`src/rtl/logip_pkg.sv`:
```
// Shared definitions for the logic-analyser trigger path: SUMP opcodes,
// divider type, flag field layout and the group-disable lane helper.
package logip_pkg;

    localparam int SUMP_DIVW = 24;

    localparam logic [7:0] CMD_SET_DIV   = 8'h80;
    localparam logic [7:0] CMD_SET_FLAGS = 8'h82;

    localparam int FLG_GDIS_LO = 2;
    localparam int FLG_GDIS_HI = 5;
    localparam int NUM_GDIS    = FLG_GDIS_HI - FLG_GDIS_LO + 1;

    typedef logic [SUMP_DIVW-1:0] div_t;
    typedef logic [NUM_GDIS-1:0]  gdis_t;

    // Groups beyond the flag field have no disable bit and always pass through.
    function automatic logic lane_masked(input int g, input gdis_t gdis);
        logic hit;
        hit = 1'b0;
        for (int i = 0; i < NUM_GDIS; i++) begin
            if (i == g && gdis[i]) hit = 1'b1;
        end
        return hit;
    endfunction

endpackage

```
`src/rtl/sync_ff.sv`:
```
// Multi-flop synchroniser for asynchronous inputs; latency STAGES cycles,
// no backpressure. Chain resets to zero.
module sync_ff #(
    parameter int WIDTH  = 1,
    parameter int STAGES = 2
) (
    input  logic             clk,
    input  logic             rst_n,
    input  logic [WIDTH-1:0] d,
    output logic [WIDTH-1:0] q
);

    logic [WIDTH-1:0] chain [STAGES];

    always_ff @(posedge clk or negedge rst_n) begin
        if (!rst_n) begin
            for (int s = 0; s < STAGES; s++) chain[s] <= '0;
        end else begin
            chain[0] <= d;
            for (int s = 1; s < STAGES; s++) chain[s] <= chain[s-1];
        end
    end

    assign q = chain[STAGES-1];

endmodule

```
`src/rtl/sampler.sv`:
```
// Probe front end: synchronise, divide to sample rate, apply group disables.
// Latency SYNC_STAGES+1 from input to smpls_o; no backpressure, stb_o is a pure strobe.
module sampler
    import logip_pkg::*;
#(
    parameter int WIDTH       = 32,
    parameter int DIVW        = 24,
    parameter int SYNC_STAGES = 2
) (
    input  logic             clk_i,
    input  logic             rst_in,
    input  logic [31:0]      cmd_i,
    input  logic             set_div_i,
    input  logic             set_flags_i,
    input  logic             en_i,
    input  logic [WIDTH-1:0] input_i,
    output logic [WIDTH-1:0] smpls_o,
    output logic             stb_o
);

    localparam int GROUPS = WIDTH / 8;
    localparam logic [DIVW-1:0] CNT_ONE = {{(DIVW-1){1'b0}}, 1'b1};

    logic [DIVW-1:0]  div;
    logic [DIVW-1:0]  cnt;
    gdis_t            gdis;
    logic [WIDTH-1:0] sync_word;
    logic [WIDTH-1:0] masked;

    sync_ff #(
        .WIDTH  (WIDTH),
        .STAGES (SYNC_STAGES)
    ) u_sync (
        .clk   (clk_i),
        .rst_n (rst_in),
        .d     (input_i),
        .q     (sync_word)
    );

    always_comb begin
        masked = sync_word;
        for (int g = 0; g < GROUPS; g++) begin
            if (lane_masked(g, gdis)) masked[8*g +: 8] = 8'h00;
        end
    end

    // A divider write restarts the period, so it wins over strobe generation.
    always_ff @(posedge clk_i or negedge rst_in) begin
        if (!rst_in) begin
            div     <= '0;
            cnt     <= '0;
            gdis    <= '0;
            smpls_o <= '0;
            stb_o   <= 1'b0;
        end else begin
            if (set_flags_i) gdis <= cmd_i[FLG_GDIS_HI:FLG_GDIS_LO];

            if (set_div_i) begin
                div   <= cmd_i[DIVW-1:0];
                cnt   <= '0;
                stb_o <= 1'b0;
            end else if (!en_i) begin
                cnt   <= '0;
                stb_o <= 1'b0;
            end else if (cnt == div) begin
                cnt     <= '0;
                stb_o   <= 1'b1;
                smpls_o <= masked;
            end else begin
                cnt   <= cnt + CNT_ONE;
                stb_o <= 1'b0;
            end
        end
    end

    generate
        if (DIVW < 32) begin : g_cmd_hi
            logic unused_cmd_hi;
            assign unused_cmd_hi = ^cmd_i[31:DIVW];
        end
    endgenerate

endmodule

```
`config.mk`:
```
export PLATFORM = sky130hd
export DESIGN_NAME = sampler
export DESIGN_NICKNAME = d
export VERILOG_FILES = /design/src/rtl/logip_pkg.sv /design/src/rtl/sync_ff.sv /design/src/rtl/sampler.sv
export SDC_FILE = /design/constraint.sdc
export NUM_CORES = 1
export LEC_CHECK = 0
export CAP_MARGIN = 10
export CORE_ASPECT_RATIO = 2
export CORE_MARGIN = 4
export CORE_UTILIZATION = 67
export CTS_CLUSTER_SIZE = 30
export DETAILED_ROUTE_END_ITERATION = 12
export DONT_BUFFER_PORTS = 1
export PLACE_DENSITY = 0.83
export SYNTH_ARGS = -nofsm -noshare
export SYNTH_HDL_FRONTEND = slang
export SYNTH_SLANG_ARGS = --single-unit
```
`constraint.sdc`:
```
create_clock -name clk_i -period 5.42 [get_ports clk_i]
set_clock_uncertainty 0.15 [all_clocks]
set_input_delay 0.542 -clock clk_i [delete_from_list [all_inputs] [get_ports clk_i]]
set_output_delay 0.542 -clock clk_i [all_outputs]
set_load 0.02 [all_outputs]
```
==> results.toml <==
[run_status]
status = "complete, but fails checks"
violations = "hold timing"

[floorplanning]
die_w_um = 71.9
start_util_pct = 68.9
design.die.area_mm2 = 0.00977
die_y_um = 136
rows = 46
ios = 102
coreArea_mm2 = 0.00794

[synthesis]
syn_nets = 446
netlist_area_mm2 = 0.00548
ys_async_sr_fraction_pct = 100
muxShareOfSynthArea_pct = 12.3
synthTopCellsByArea = "dfrtp_1 (68%), mux2_2 (12%), xor2_1 (5.1%), nor2b_1 (3.7%), xnor2_1 (2.2%)"
synth_seq_cells = 149
synth_compound_gate_area_share_pct = 0.0914
synthFlopType = "dfrtp_1"
yosysWarnings = 0
synth_fa_ha_area_share_pct = 0.229
synth-edff-count = 0
synthXorXnorAreaFrac_pct = 7.36
synth_top_area_share_pct = 68.1
synth_cells = 376
ys_seq_area_share_pct = 68.1
synth-simple-area-share_pct = 10.4
yosys.area.top_type = "dfrtp_1"
avgSynthCellArea_um2 = 14.6
yosys.cell_types.count = 25
synth_top_family_by_area = "multiplexers"

[timing]
finalWorstSetupSlack_ps = 2680
setup_viol = 0
period_needed_ps = 2740
relSlewSlack_pct = 29.6
timing.setup.tns_ps = 0
rsz0062_at_grt = "false"
worst_slew_pin_slew_ps = 1050
timing.final.max_slew_violations = 0
hold_violations = 25
max_freq_mhz = 365
hold_ws_ps = -38.4
period_share_pct = 50.6

[drt]
routed_wl_mm = 11.0
ant_nets = 0
drt_pass1_iterations = 4
post-route-drc-count = 0
vias_per_cell = 5.60
wl_per_cell_um = 20.9
via_count = 2952
drt_iter0_markers = 186

[global_route]
grt_overflow = 0
track_usage_pct = 25.3
antenna_found_initial = 0
grt_pass1_vias = 3401
grt_max_degree = 150
grt_first_pass_wirelength_mm = 17.7

[critical_path]
cp.required_ps = 5560
cp_data_arrival_time_ps = 2880
slowest_delay_ps = 510
cp_max_fo = 33
slowest_stage = "nor4_1"
crit-reg2reg-launch = "cnt[7]"
worst-path-buf-inv = 1
path_class = "reg2reg"
cp-start-kind = "flip-flop"
endpoint_kind = "flip-flop"
crit_chain = "xor2_1 > nor4_1 > nand4_1 > nor4_4 > buf_4 > mux2_2"
crit_family = "simple AND/OR/NAND/NOR gates"
rrSetupSlack_ps = 2680
cp-startpoint = "cnt[7]"

[placement]
port_buffers = 0
dp_slack_ps = 2760
gp_congestion = 0.907
place_hpwl_mm = 6.77

[cts]
h-tree-depth = 4
root_buffer = "clkbuf_16"
clk_latency_ps = 410
postCtsResizedCells = 0
cts_made_buffers = 17
clockBufferDepth = 2
path_clk_slew_ps = 60
cts_sinks = 149
tritoncts = "yes"

[pwr]
p_sw_uw = 515
power.density_mw_per_mm2 = 373
peakVddDrop_mv = 0.337
pwr-share-comb_pct = 4.2
seq_power_share_pct = 49.3
intPower_mw = 1.90
switching_share_pct = 21.3
pwr-share-clk_pct = 46.6
p_leak_nw = 2.92
power_mw = 2.41

[finish]
final_util_pct = 81.3
layout.nets = 489
num_antenna_cells = 0
drive_above_1_share_pct = 22.0
area_growth_pct = 18.0
fillers = 412

[run]
max-cap-violations = 0

[min_path]
hp-class = "in2async"
==> state kept, by name, summed over array words and instances, names as in the netlist <==
| signal | cells |
|---|---|
| div | 24 |
| u_sync.q | 32 |
| u_sync.chain | 32 |
| smpls_o | 32 |
| gdis | 4 |
| stb_o | 1 |
| cnt | 24 |
==> layer usage <==
metal	wire, µm	track usage, %	share of wire, %
met5	0	0	0
met4	366	11.6	3.3
met1	3550	25.5	32
met3	608	8.88	5.5
met2	6470	45.4	59
==> power groups by stage <==
| stage | clock network, mW | registers (mW) | logic, mW |
|---|---|---|---|
| final | 1.12 | 1.19 | 0.100 |
| after global routing | 1.19 | 1.19 | 0.113 |
| after CTS | 1.14 | 1.19 | 0.102 |
| after detailed placement | 0 | 1.21 | 0.0580 |
| after global placement | 0 | 1.21 | 0.0545 |
| after floorplan | 0 | 1.20 | 0.0517 |
==> cell type report <==
type / count / area, µm² / share of cell area (%)
clock inverter: 12 / 131 / 2.03
tap: 96 / 120 / 1.86
sequential: 149 / 3730 / 57.7
timing repair buffer: 34 / 355 / 5.50
multi-input combinational: 213 / 1670 / 25.8
clock buffer: 19 / 443 / 6.86
inverter: 4 / 15.0 / 0.232
==> path summary, 6_finish.rpt <==
path                               endpoint  cells after the start
hold reg to reg                u_sync.q[10]                      0
hold / removal             u_sync.chain[52]                      1
setup reg to reg                 smpls_o[1]                      6
setup / recovery                 smpls_o[1]                      6
max in group asynchronous  u_sync.chain[56]                      1
min in group clk_i                   div[1]                      1
==> through the flow <==
step	hold WS [ps]	cells	cell area, µm²
final	-38.4	527	6460
after global routing	17.8	527	6460
after CTS	4.18	527	6460
after detailed placement	100	463	5540
after global placement	100	463	5540
after floorplan	96.4	376	5480
==> cell usage in the layout (no fill, tap or decap), types with 3 or more instances in the layout <==
cell type,count
nor2_1,30
dlygate4sd3_1,32
xor2_1,32
nor3_1,6
nand4_1,4
clkinv_2,3
xnor2_1,14
clkinvlp_4,4
dfrtp_1,149
nand2_1,8
nand3_1,10
clkbuf_16,17
nor4_1,7
inv_1,4
and3_1,3
nor2b_1,32
mux2_2,60
==> kinds of logic (layout without fill, tap and decap cells) <==
| logic type | Yosys count | count (layout) |
|---|---|---|
| buffers and inverters | 14 | 69 |
| AO/OA/AOI/OAI | 1 | 1 |
| adder cells (fa/ha/maj) | 1 | 1 |
| XOR/XNOR | 46 | 46 |
| multiplexers | 60 | 60 |
| AND/OR/NAND/NOR | 105 | 105 |
| flip-flops | 149 | 149 |
==> synthesized netlist by cell type (all sizes together) (3+ instances only) <==
master,n
dfrtp,149
mux2,60
nor2b,32
xor2,32
nor2,30
xnor2,14
nand3,10
nor4,9
nand2,8
buf,7
nor3,6
inv,4
nand4,4
and3,3
clkbuf,3
==> repair_timing <==
action	CTS	global route
hold buffers	33	0
endpoints found under the hold margin	181	0
buffers inserted	0	0
No activity file was read; power rests on OpenSTA's default activity.
